<file path="src/rtl/instr_encoder.sv">
// instr_encoder: assembles MIPS instruction words (R, LW, SW, BEQ, J) from
// field bundles and writes them to sequential instruction-memory addresses.
//
// Ports:
//   clk, rst          clock (rising edge), synchronous active-low reset
//   start             begin a load session (honoured in IDLE or DONE)
//   in_valid/in_ready field-bundle handshake; in_last marks the final bundle
//   kind, rs, rt, rd, shamt, funct, imm, target   instruction fields
//   mem_we/mem_addr/mem_wdata   one-cycle write strobe with address and word
//   count             words written this session
//   busy              session in progress (RUN)
//   full              memory capacity reached
//   err               sticky flag: an illegal kind was seen this session
module instr_encoder #(
    parameter int unsigned ADDR_W    = 6,
    parameter int unsigned BASE_ADDR = 0
) (
    input  logic              clk,
    input  logic              rst,
    input  logic              start,
    input  logic              in_valid,
    output logic              in_ready,
    input  logic              in_last,
    input  logic [2:0]        kind,
    input  logic [4:0]        rs,
    input  logic [4:0]        rt,
    input  logic [4:0]        rd,
    input  logic [4:0]        shamt,
    input  logic [5:0]        funct,
    input  logic [15:0]       imm,
    input  logic [25:0]       target,
    output logic              mem_we,
    output logic [ADDR_W-1:0] mem_addr,
    output logic [31:0]       mem_wdata,
    output logic [ADDR_W:0]   count,
    output logic              busy,
    output logic              full,
    output logic              err
);

    localparam int unsigned CNT_W = ADDR_W + 1;
    localparam logic [CNT_W-1:0]  CAPACITY = {1'b1, {ADDR_W{1'b0}}};
    localparam logic [ADDR_W-1:0] BASE     = ADDR_W'(BASE_ADDR);

    localparam logic [2:0] KIND_R   = 3'd0;
    localparam logic [2:0] KIND_LW  = 3'd1;
    localparam logic [2:0] KIND_SW  = 3'd2;
    localparam logic [2:0] KIND_BEQ = 3'd3;
    localparam logic [2:0] KIND_J   = 3'd4;

    localparam logic [5:0] OP_R   = 6'b000000;
    localparam logic [5:0] OP_LW  = 6'b100011;
    localparam logic [5:0] OP_SW  = 6'b101011;
    localparam logic [5:0] OP_BEQ = 6'b000100;
    localparam logic [5:0] OP_J   = 6'b000010;

    typedef enum logic [1:0] {
        IDLE = 2'd0,
        RUN  = 2'd1,
        DONE = 2'd2
    } state_t;

    state_t             state_q, state_d;
    logic [ADDR_W-1:0]  addr_q, addr_d;
    logic [CNT_W-1:0]   count_q, count_d;
    logic               full_q, full_d;
    logic               err_q, err_d;
    logic               in_ready_q, in_ready_d;
    logic               busy_q, busy_d;
    logic               mem_we_q, mem_we_d;
    logic [ADDR_W-1:0]  mem_addr_q, mem_addr_d;
    logic [31:0]        mem_wdata_q, mem_wdata_d;

    logic [31:0]        enc_word;
    logic               enc_legal;
    logic               hs;
    logic               fills;
    logic [CNT_W-1:0]   count_inc;

    // Field bundle to instruction word; kinds 5..7 are flagged illegal
    always_comb begin
        enc_word  = 32'h0;
        enc_legal = 1'b1;
        case (kind)
            KIND_R:   enc_word = {OP_R, rs, rt, rd, shamt, funct};
            KIND_LW:  enc_word = {OP_LW, rs, rt, imm};
            KIND_SW:  enc_word = {OP_SW, rs, rt, imm};
            KIND_BEQ: enc_word = {OP_BEQ, rs, rt, imm};
            KIND_J:   enc_word = {OP_J, target};
            default:  enc_legal = 1'b0;
        endcase
    end

    // in_ready_q already encodes (state == RUN && !full)
    assign hs        = in_valid & in_ready_q;
    assign count_inc = count_q + CNT_W'(1);
    assign fills     = enc_legal && (count_inc == CAPACITY);

    // Next-state and output logic
    always_comb begin
        state_d     = state_q;
        addr_d      = addr_q;
        count_d     = count_q;
        full_d      = full_q;
        err_d       = err_q;
        mem_we_d    = 1'b0;
        mem_addr_d  = mem_addr_q;
        mem_wdata_d = mem_wdata_q;

        case (state_q)
            IDLE, DONE: begin
                if (start) begin
                    state_d = RUN;
                    addr_d  = BASE;
                    count_d = '0;
                    err_d   = 1'b0;
                    full_d  = 1'b0;
                end
            end
            RUN: begin
                if (hs) begin
                    if (enc_legal) begin
                        mem_we_d    = 1'b1;
                        mem_addr_d  = addr_q;
                        mem_wdata_d = enc_word;
                        addr_d      = addr_q + ADDR_W'(1);
                        count_d     = count_inc;
                        if (fills) begin
                            full_d = 1'b1;
                        end
                    end else begin
                        err_d = 1'b1;
                    end
                    // Illegal bundles are still consumed, so in_last ends the session
                    if (in_last || fills) begin
                        state_d = DONE;
                    end
                end
            end
            default: state_d = IDLE;
        endcase

        in_ready_d = (state_d == RUN) && !full_d;
        busy_d     = (state_d == RUN);
    end

    // State and output registers
    always_ff @(posedge clk) begin
        if (!rst) begin
            state_q     <= IDLE;
            addr_q      <= BASE;
            count_q     <= '0;
            full_q      <= 1'b0;
            err_q       <= 1'b0;
            in_ready_q  <= 1'b0;
            busy_q      <= 1'b0;
            mem_we_q    <= 1'b0;
            mem_addr_q  <= BASE;
            mem_wdata_q <= 32'h0;
        end else begin
            state_q     <= state_d;
            addr_q      <= addr_d;
            count_q     <= count_d;
            full_q      <= full_d;
            err_q       <= err_d;
            in_ready_q  <= in_ready_d;
            busy_q      <= busy_d;
            mem_we_q    <= mem_we_d;
            mem_addr_q  <= mem_addr_d;
            mem_wdata_q <= mem_wdata_d;
        end
    end

    assign in_ready  = in_ready_q;
    assign busy      = busy_q;
    assign full      = full_q;
    assign err       = err_q;
    assign count     = count_q;
    assign mem_we    = mem_we_q;
    assign mem_addr  = mem_addr_q;
    assign mem_wdata = mem_wdata_q;

endmodule

</file>
<file path="config.mk">
export PLATFORM = sky130hd
export DESIGN_NAME = instr_encoder
export DESIGN_NICKNAME = d
export VERILOG_FILES = /design/src/rtl/instr_encoder.sv
export SDC_FILE = /design/constraint.sdc
export NUM_CORES = 1
export LEC_CHECK = 0
export CORE_MARGIN = 1
export CORE_UTILIZATION = 40
export CTS_BUF_LIST = sky130_fd_sc_hd__clkbuf_4 sky130_fd_sc_hd__clkbuf_8
export DETAILED_ROUTE_END_ITERATION = 16
export PLACE_DENSITY = 0.74
export SLEW_MARGIN = 25
export SYNTH_ARGS = -nofsm -noshare
export SYNTH_HDL_FRONTEND = slang
export SYNTH_SLANG_ARGS = --single-unit
</file>
<file path="constraint.sdc">
create_clock -name clk -period 2.9 [get_ports clk]
set_clock_uncertainty 0.2 [all_clocks]
set_input_delay 0.435 -clock clk [delete_from_list [all_inputs] [get_ports clk]]
set_output_delay 0.435 -clock clk [all_outputs]
set_load 0.01 [all_outputs]
</file>
Word level (Yosys, flattened, before mapping). Index checks and enable logic that the tools add are counted.

Latch bits: 0. Logic and storage cells: 62. Flip-flop bits (word level): 58. Bits in writable memories: 0. Output and inout bits: 50. ROM bits: 0. Memories kept: 0.

Reduce and logical (&&, ||, !) cells: 13. Magnitude comparators: 0. $add $sub $neg: 2. Bitwise logic cells: 1. Div/mod/pow operators: 0. Multiply operators: 0. Mux-type cells: 24. Shift-type cells: 0. Equality and inequality tests: 12.

Operator list (count): 32-bit one-hot mux with 5 select lines (1); 7-bit 2-to-1 mux (3); 6-bit 2-to-1 mux (3); 7-bit one-hot mux with 2 select lines (1); 6-bit one-hot mux with 2 select lines (1); 1-bit 2-to-1 mux (9); 2-bit != test, second input constant (4); 4-bit AND reduction (2); 7-bit by 1-bit adder with 7-bit output, second input constant (1); 7-bit == test, second input constant (1); 6-bit by 1-bit adder with 6-bit output, second input constant (1); 3-bit by 2-bit == test with 1-bit output, second input constant (2); 2-bit 2-to-1 mux (3); 3-bit AND reduction (2); 5-bit OR reduction (1); 2-bit by 1-bit == test with 1-bit output, second input constant (2); 1-bit one-hot mux with 2 select lines (2); 2-bit one-hot mux with 2 select lines (1); 3-bit by 1-bit == test with 1-bit output, second input constant (1); 3-bit == test, second input constant (1); 3-bit logical NOT (1); 2-bit == test, second input constant (1); 1-bit logical AND (2); 2-bit logical NOT (1); other kinds (5) (5).

Longest topological paths before layout. Gate-level depths: netlist of run 1.

Depth after elaboration: 10. Mapped depth: 6. Depth with buffers taken out: 6.

Least setup slack after synthesis of run 1. No wires, ideal clock.

Kind: flip-flop to flip-flop. Start point: register count_q[0] (netlist: count[0]). End point: register in_ready_q (netlist: in_ready). Slack: 0.983 ns. Period minus slack after synthesis: 1.917 ns. Required time: 2.583 ns. Stages on the path, launching flop included: 7. Arrival time: 1.600 ns. Setup time: 0.117 ns. Cells stage by stage: dfxtp_1 -> ha_1 -> nand3_1 -> nor2_1 -> xor2_1 -> a31oi_2 -> a22o_1.

Cells in the longest elaborated chain, start to end: 9. Elaborated cells between the ends (all ways): 14. Classes of those cells: 1 x add/sub; 2 x eq/ne; 7 x mux; 4 x reduce/logical.

RTL lines: from (decl) (line 65) `logic [CNT_W-1:0] count_q, count_d;`; from (signal assigned) (line 163) `count_q <= count_d;`; 7-bit by 1-bit adder with 7-bit output * (line 96) `assign count_inc = count_q + CNT_W'(1);`; 7-bit == test * (line 97) `assign fills = enc_legal && (count_inc == CAPACITY);`; 1-bit logical AND * (line 97); 1-bit logical OR / 1-bit 2-to-1 mux (equally long branches) (line 135, 128); 2-bit 2-to-1 mux / 1-bit 2-to-1 mux (equally long branches) (line 135, 122); 2-bit 2-to-1 mux / 1-bit 2-to-1 mux (equally long branches) (line 121) `if (hs) begin`; 2-bit one-hot mux with 2 select lines / 1-bit one-hot mux with 2 select lines (equally long branches) (line 110) `case (state_q)`; 2-bit by 1-bit == test with 1-bit output / 1-bit logical NOT (equally long branches) (line 143) `in_ready_d = (state_d == RUN) && !full_d;`; 1-bit logical AND * (line 143); to (signal assigned) (line 166) `in_ready_q <= in_ready_d;`; to (decl) (line 68) `logic in_ready_q, in_ready_d;`.

Every way passes the cells marked *; elsewhere a longest branch is shown, timed or not. A chain may end at the register's enable or synchronous reset.

Worst setup path in the final report of run 1.
Start point: input kind[1]. End point: register count_q[2] (netlist: count[2]).

Cells in the longest elaborated chain, start to end: 5. Elaborated cells between the ends (all ways): 9. Classes of those cells: 5 x eq/ne; 1 x mux; 3 x reduce/logical.

RTL lines: from (decl) (line 24) `input logic [2:0] kind,`; 3-bit == test (tied with other cells) (line 84) `case (kind)`; 5-bit OR reduction (no line) *; 1-bit 2-to-1 mux * (line 84); 2-bit != test (no line) *; 4-bit AND reduction (no line) *.

Marks and branches as above.

==> metrics, run 1 <==
Crit-path slowest cell=clkdlybuf4s50_1; Slew headroom=60.0%; drt pass-1 iters=4; main flop type after synthesis=dfxtp_1; number of port buffers=124; DIE AREA=7370 um^2; Synth top area share=39.8%; Site Rows=30; Die W=85.9 um; CP peak stage delay=0.54 ns; Initial Util=41.4%; Post-CTS Resized=0; Synth-to-Final Area Change=50.0%; pwr/cell area=372 nW/um^2; crit path kind=in2reg; Min Clock Period, post-route=2.14 ns; Net Count, Synth=407; Post-Route WL=7.30 mm; Max clock buf depth=2; DRT iter0 DRCs=84; crit path capture type=flip-flop; Net count, final=519; CTS tree=built; Clock transition at path regs=0.10 ns; crit path launch type=primary input; dpl cells=529; clk sink count=56; post-route ant nets=0; initial antenna violation count=0; Final period util=73.8%; #FFs+latches synth=56; H-tree depth=2; Synth Warn #=0; commonest non-fill, non-tap cell in the layout=clkdlybuf4s50_1; critical path data required time=2.94 ns; post-layout instance area=4220 um^2; fin util=62.1%; grt total ovfl=0; most frequent CP cell=nand2_1; Gate Count Post-Synth=328; Crit path max-delay family=compound AO/OA/AOI/OAI gates; Syn Area/Cell=8.58 um^2; cts hold-fix bufs=0; hold_ws=0.269 ns; DRC Markers=0; Core Area=6790 um^2; Cell variety after synth=45; number of global-route vias before repair=2496; routability cong.=0.861; WP data arrival=2.18 ns; via density per instance=5.13; diodes inserted=0; non-filler cells, final=537; main area contributors after synthesis=dfxtp_1 (40%), o21ai_0 (10%), nand3b_1 (7.5%); Vias=2754; final hold vios=0; worst-path maximum fanout=17; number of synthesized flops with an enable pin=0; Hold Crit Class=reg2reg; fmax=0.467 GHz; clk root buf=clkbuf_8; gr usage total=20.2%; first-pass GRT wire length=12.0 mm; final setup fails=0; # fillers=603; worst skew pair latency=0.31 ns; Worst Max-Slew Pin Slew=0.599 ns; share of cells above drive strength 1=9.52%; fraction of registers with async set/reset=0%; IO Pins=126; area leader, netlist=dfxtp_1; commonest non-fill, non-tap cells in the layout=clkdlybuf4s50_1 (123), o21ai_0 (56), dfxtp_1 (56), nand3b_1 (28), a21oi_1 (28); Worst Path Buf+Inv=1; Reg area=1120 um^2; Seq/Total Area, Yosys=39.8%; Leak Pwr=1.49 nW; Cell Area, Synth=2810 um^2; DIE HEIGHT=85.9 um; max-slew violation count=0; routed len/inst=13.6 um; placed cell areas=4110 um^2; largest net degree at the start of global routing=55; status=completed; Max Cap Viol=0; setup tns final=0 ns; postcts setup bufs=0; DP Wirelength=5.45 mm; worst-path cell chain=clkdlybuf4s50_1 -> o21ai_2 -> nand2_1 -> o21ai_0 -> nand2_1 -> a21boi_0; RSZ-0062 raised after global routing=false; multi-input logic area=1560 um^2; maximum vdd drop=0.000267 V; TritonCTS buffer count=5
-- registers in the layout, summed over array words and instances, names as in the netlist --
signal,count
count,7
busy,1
full,1
mem_addr,6
in_ready,1
mem_we,1
err,1
mem_wdata,30
state_q,2
addr_q,6
-- through the flow --
stage,total power (W),setup slack [ns]
floorplan,0.000926,0.983
global route,0.00164,0.573
finish,0.00157,0.760
CTS,0.00159,0.792
detailed placement,0.00108,0.469
global placement,0.00107,0.539
-- kinds of logic (layout without fill, tap and decap cells) --
family / after synthesis / in the layout / share of synthesized area (%)
XOR/XNOR: 7 / 7 / 2.18
AND/OR/NAND/NOR: 99 / 99 / 20.6
other: 1 / 1 / 0.133
multiplexers: 16 / 16 / 6.40
flip-flops: 56 / 56 / 39.8
AO/OA/AOI/OAI: 118 / 118 / 24.5
adder cells (fa/ha/maj): 3 / 3 / 1.33
buffers and inverters: 28 / 141 / 5.07
-- path summary, 6_finish.rpt --
path | from | to | slack [ns] | cells past startpoint
hold reg to reg | mem_addr[3]$_SDFFE_PN0P_ | mem_addr[3]$_SDFFE_PN0P_ | 0.27 | 2
hold / removal | mem_addr[3]$_SDFFE_PN0P_ | mem_addr[3]$_SDFFE_PN0P_ | 0.27 | 2
setup reg to reg | count[0]$_SDFFE_PN0P_ | in_ready$_SDFF_PN0_ | 0.80 | 6
setup / recovery | kind[1] | count[2]$_SDFFE_PN0P_ | 0.76 | 6
-- Yosys cell counts (3+ instances only) --
library cell and instances:
o21ai_0 56, buf_2 5, nand3_1 7, o21a_1 4, buf_4 6, xor2_1 5
nand4_1 4, a31oi_1 3, nor2b_1 7, nand2_1 26, ha_1 3, nand3b_1 28
mux2_2 16, clkbuf_1 12, nor2_1 11, a21boi_0 15, a21oi_1 28, dfxtp_1 56
and3_1 3
-- worst reg2reg max path, cell delays in order, from the launching register on --
cell and delay (ns):
dfxtp_1 0.48, ha_1 0.31, nand3_1 0.15, nor2_1 0.16, xor2_1 0.33, a31oi_2 0.18
a22o_1 0.20
-- routing by layer --
layer	track usage [%]	part of all wire [%]	up-vias
li1	-	-	1392
met1	25.3	44	1263
met2	32.6	47	93
met3	7.60	8.5	6
met4	5.45	1.0	0
met5	0	0	-
-- power by group --
part | internal (W) | leakage [nW] | total [W] | switching, W
combinational | 0.000164 | 0.982 | 0.000267 | 0.000102
clock | 0.000266 | 0.0586 | 0.000509 | 0.000243
sequential | 0.000783 | 0.453 | 0.000793 | 0.00000977
-- cell type report --
type                       instances  area share [%]
multi-input combinational        244            36.9
clock buffer                       6            1.81
clock inverter                     2           0.830
sequential                        56            26.6
timing repair buffer             132            31.0
tap                               96            2.85
inverter                           1          0.0889
Power figures use the tool's default switching activity.
==> inputs of run 2 (changes only) <==
==> constraint.sdc (replaced) <==
create_clock -name clk -period 2.14 [get_ports clk]
set_clock_uncertainty 0.2 [all_clocks]
set_input_delay 0.321 -clock clk [delete_from_list [all_inputs] [get_ports clk]]
set_output_delay 0.321 -clock clk [all_outputs]
set_load 0.01 [all_outputs]
==> metrics, run 2 (synthesized netlist as in run 1, its figures left out) <==
Max Cap Viol=0 (unchanged); Site Rows=30 (unchanged); Post-Route WL=7.41 mm (+1.5%); H-tree depth=2 (unchanged); initial antenna violation count=0 (unchanged); Net count, final=529 (+1.9%); grt total ovfl=0 (unchanged); status=completed; largest net degree at the start of global routing=53 (-3.6%); number of port buffers=124 (unchanged); fmax=0.531 GHz; Clock transition at path regs=0.09 ns (about the same); Synth-to-Final Area Change=52.2%; gr usage total=21.2% (+1.0 points); DRT iter0 DRCs=106 (+26%); DIE AREA=7370 um^2 (unchanged); crit path capture type=output pin; Leak Pwr=1.53 nW (+2.8%); Hold Crit Class=in2reg; number of flip-flops in the largest register=30 (unchanged); worst-path cell chain=clkdlybuf4s50_1; diodes inserted=0 (unchanged); via density per instance=5.11 (-0.44%); Final period util=88.0%; maximum vdd drop=0.000244 V (-8.6%); placed cell areas=4200 um^2 (+2.1%); PnR Total Power=0.00201 W (+28%); Die W=85.9 um (unchanged); Crit-path slowest cell=clkdlybuf4s50_1; worst-path maximum fanout=8 (-9); cts hold-fix bufs=0 (unchanged); crit path kind=reg2out; flop2flop setup slack=0.27 ns (-0.53 ns); first-pass GRT wire length=12.4 mm (+3.5%); TritonCTS buffer count=5 (unchanged); final hold vios=0 (unchanged); pwr/cell area=470 nW/um^2 (+26%); reg2reg start=count[0]$_SDFFE_PN0P_; IO Pins=126 (unchanged); commonest non-fill, non-tap cells in the layout=clkdlybuf4s50_1 (123), o21ai_0 (56), dfxtp_1 (56), nand3b_1 (28), a21oi_1 (28); CTS tree=built; DIE HEIGHT=85.9 um (unchanged); commonest non-fill, non-tap cell in the layout=clkdlybuf4s50_1; crit path launch type=flip-flop; WP data arrival=1.36 ns (-0.82 ns); Worst Setup SP=count[2]$_SDFFE_PN0P_; worst skew pair latency=0.30 ns (about the same); DP Wirelength=5.48 mm (+0.45%); Min Clock Period, post-route=1.88 ns; routed len/inst=13.5 um (-0.32%); CP peak stage delay=0.58 ns (+0.04 ns); clk root buf=clkbuf_8; max-slew violation count=0 (unchanged); hold_ws=0.209 ns (-0.0598 ns); share of cells above drive strength 1=11.5% (+2.0 points); setup tns final=0 ns (unchanged); Max clock buf depth=2 (unchanged); post-layout instance area=4280 um^2 (+1.5%); number of global-route vias before repair=2636 (+5.6%); final setup fails=0 (unchanged); routability cong.=0.846 (-1.7%); critical path data required time=1.62 ns (-1.32 ns); Crit path max-delay family=buffers and inverters; post-route ant nets=0 (unchanged); Vias=2793 (+1.4%); RSZ-0062 raised after global routing=false; clk sink count=56 (unchanged); DRC Markers=0 (unchanged); drt pass-1 iters=4 (unchanged); hold path startpoint=kind[2]; Worst Path Buf+Inv=1 (unchanged); postcts setup bufs=0 (unchanged); Initial Util=41.4% (unchanged); Post-CTS Resized=0 (unchanged); Core Area=6790 um^2 (unchanged)
-- run 2: cell count changes in the layout (fill, tap and decap cells not counted) --
| cell | previous run | this run |
|---|---|---|
| clkinv_4 | 0 | 1 |
| bufinv_16 | 1 | 0 |
| buf_4 | 7 | 16 |
| buf_12 | 1 | 2 |
| clkbuf_4 | 1 | 0 |
| clkinv_2 | 1 | 2 |
-- run 2: per-stage QoR --
stage	cells	setup WS [ns]	utilization, %
final	547	0.258	63.1
after global routing	547	0.160	63.1
after global placement	539	-0.0325	61.8
after detailed placement	539	-0.0653	61.8
after floorplan	328	0.223	-
after CTS	547	0.247	63.1
-- run 2: layout make-up --
class | instances | area (um^2)
Multi-Input combinational cell | 244 | 1560
Clock inverter | 3 | 18.8
Inverter | 1 | 3.75
Clock buffer | 5 | 68.8
Fill cell | 624 | 2510
Sequential cell | 56 | 1120
Tap cell | 96 | 120
Timing Repair Buffer | 142 | 1400
-- run 2: layer usage --
| layer | share of wire [%] | vias up | global-route usage (%) |
|---|---|---|---|
| li1 | - | 1409 | - |
| met1 | 44 | 1280 | 25.6 |
| met2 | 47 | 97 | 35.4 |
| met3 | 8.0 | 7 | 7.22 |
| met4 | 1.3 | 0 | 7.12 |
| met5 | 0 | - | 0 |
-- run 2: final timing paths --
kind,endpoint,cells past startpoint
setup / recovery,count[2],1
hold / removal,err$_SDFFE_PN0P_,3
setup reg to reg,in_ready$_SDFF_PN0_,7
hold reg to reg,mem_addr[0]$_SDFFE_PN0P_,2
-- run 2: report_power, final --
| part | internal [W] | leakage (nW) | total, W | switching, W |
|---|---|---|---|---|
| sequential | 0.00106 | 0.453 | 0.00107 | 0.0000124 |
| combinational | 0.000230 | 1.03 | 0.000371 | 0.000141 |
| clock | 0.000229 | 0.0479 | 0.000569 | 0.000340 |
| total | 0.00152 | 1.53 | 0.00201 | 0.000494 |
-- run 2: tightest hold or removal path: stages --
cell and delay (ns):
buf_2 0.16, a31oi_1 0.15, nor2_1 0.04
==> inputs of run 3 (changes only) <==
--- a/config.mk
+++ b/config.mk
@@ -9,7 +9,9 @@
 export CORE_UTILIZATION = 40
 export CTS_BUF_LIST = sky130_fd_sc_hd__clkbuf_4 sky130_fd_sc_hd__clkbuf_8
 export DETAILED_ROUTE_END_ITERATION = 16
-export PLACE_DENSITY = 0.74
+export DONT_BUFFER_PORTS = 1
+export GPL_TIMING_DRIVEN = 0
+export PLACE_DENSITY = 0.51
 export SLEW_MARGIN = 25
 export SYNTH_ARGS = -nofsm -noshare
 export SYNTH_HDL_FRONTEND = slang
==> metrics, run 3 (synthesized netlist as in run 1, its figures left out) <==
crit path launch type=flip-flop; clk root buf=clkbuf_8; non-filler cells, final=433 (-21%); critical path data required time=2.16 ns (+0.54 ns); Hold Crit Class=in2reg; number of global-route vias before repair=2211 (-16%); worst-path cell chain=ha_2 -> nand3_1 -> nor2_1 -> xor2_2 -> a31oi_2 -> a22o_1; DIE HEIGHT=85.9 um (unchanged); fmax=0.509 GHz (-4.3%); final setup fails=0 (unchanged); gr usage total=19.7% (-1.5 points); grt total ovfl=0 (unchanged); Final period util=91.9% (+3.9 points); Core Area=6790 um^2 (unchanged); Max Cap Viol=0 (unchanged); Vias=2396 (-14%); Crit-path slowest cell=dfxtp_2; Clock transition at path regs=0.11 ns (+0.02 ns); setup tns final=0 ns (unchanged); worst skew pair latency=0.32 ns (+0.02 ns); number of flip-flops in the largest register=30 (unchanged); initial antenna violation count=0 (unchanged); DIE AREA=7370 um^2 (unchanged); routability cong.=0.814 (-3.8%); commonest non-fill, non-tap cell in the layout=o21ai_0; max-slew violation count=0 (unchanged); status=completed; DP Wirelength=5.30 mm (-3.3%); DRT iter0 DRCs=107 (+0.94%); CP peak stage delay=0.45 ns (-0.13 ns); diodes inserted=0 (unchanged); drt pass-1 iters=4 (unchanged); H-tree depth=2 (unchanged); IO Pins=126 (unchanged); final hold vios=0 (unchanged); TritonCTS buffer count=5 (unchanged); via density per instance=5.53 (+8.4%); clk sink count=56 (unchanged); fin worst setup slack=0.174 ns (-0.0839 ns); # fillers=718 (+15%); CTS tree=built; fin util=44.8% (-18 points); post-route ant nets=0 (unchanged); postcts setup bufs=0 (unchanged); WP data arrival=1.99 ns (+0.63 ns); number of port buffers=0 (-100%); Initial Util=41.4% (unchanged); Leak Pwr=1.06 nW (-31%); Net count, final=415 (-22%); largest net degree at the start of global routing=19 (-64%); Post-Route WL=7.18 mm (-3.0%); share of cells above drive strength 1=14.8% (+3.3 points); hold_ws=0.0104 ns (-0.199 ns); first-pass GRT wire length=11.4 mm (-8.1%); Site Rows=30 (unchanged); maximum vdd drop=0.000230 V (-5.8%); routed len/inst=16.6 um (+22%); RSZ-0062 raised after global routing=false; crit path capture type=flip-flop; Synth-to-Final Area Change=8.27%; Min Clock Period, post-route=1.97 ns (+0.0839 ns); Max clock buf depth=2 (unchanged); DRC Markers=0 (unchanged); commonest non-fill, non-tap cells in the layout=o21ai_0 (56), dfxtp_1 (54), nand3b_1 (28), a21oi_1 (28), nand2_1 (26); crit path kind=reg2reg; Die W=85.9 um (unchanged); worst-path maximum fanout=8 (unchanged); dpl cells=424 (-21%); pwr/cell area=618 nW/um^2 (+32%); DP Worst Slack=-0.0444 ns (+0.0209 ns)
-- run 3: final timing paths --
kind,from,endpoint,slack (ns),cells after the start
max,count[0]$_SDFFE_PN0P_,in_ready$_SDFF_PN0_,0.17,6
min,kind[1],mem_wdata[29]$_SDFFE_PN0P_,0.01,2
max reg2reg,count[0]$_SDFFE_PN0P_,in_ready$_SDFF_PN0_,0.17,6
min reg2reg,addr_q[5]$_SDFFE_PN0P_,mem_addr[5]$_SDFFE_PN0P_,0.29,2
-- run 3: final cells by class --
| class | instances | area [um^2] | share of cell area [%] |
|---|---|---|---|
| clock buffers | 5 | 68.8 | 2.26 |
| clock inverters | 3 | 21.3 | 0.698 |
| flip-flops and latches | 56 | 1120 | 36.9 |
| plain buffers | 27 | 139 | 4.56 |
| repair buffers | 1 | 10.0 | 0.329 |
| multi-input cells | 244 | 1560 | 51.2 |
| inverters | 1 | 3.75 | 0.123 |
| well taps | 96 | 120 | 3.94 |
-- run 3: worst max-delay path, delay by kind of cell, from the launching register on --
family	cells	cell delay, ns
adders and majority gates	1	0.27
and+or+nand+nor	2	0.36
AOI/OAI and AO/OA	2	0.35
xor gates and xnor gates	1	0.25
DFF	1	0.45
-- run 3: timing repair --
action                     4_1_cts  5_1_grt
hold endpoints to repair         1        0
hold buffers                     1        0
gates resized for setup          2        2
setup endpoints to repair        4        5
-- run 3: per-stage QoR --
step	cell area [um^2]	power, W
after detailed placement	2930	0.00130
after CTS	3040	0.00190
after global placement	2930	0.00130
after floorplan	2810	0.00125
final	3050	0.00188
after global routing	3050	0.00198
-- run 3: metal layers --
metal / up-vias / global-route usage, % / part of all wire, %
met1: 1121 / 24.5 / 44
met5: - / 0 / 0
met2: 85 / 32.6 / 47
met4: 0 / 5.76 / 1.4
li1: 1180 / - / -
met3: 10 / 6.45 / 7.5
-- run 3: report_power, final --
part | switching (W) | internal, W
sequential | 0.0000239 | 0.00106
clock | 0.000371 | 0.000234
combinational | 0.000110 | 0.0000828
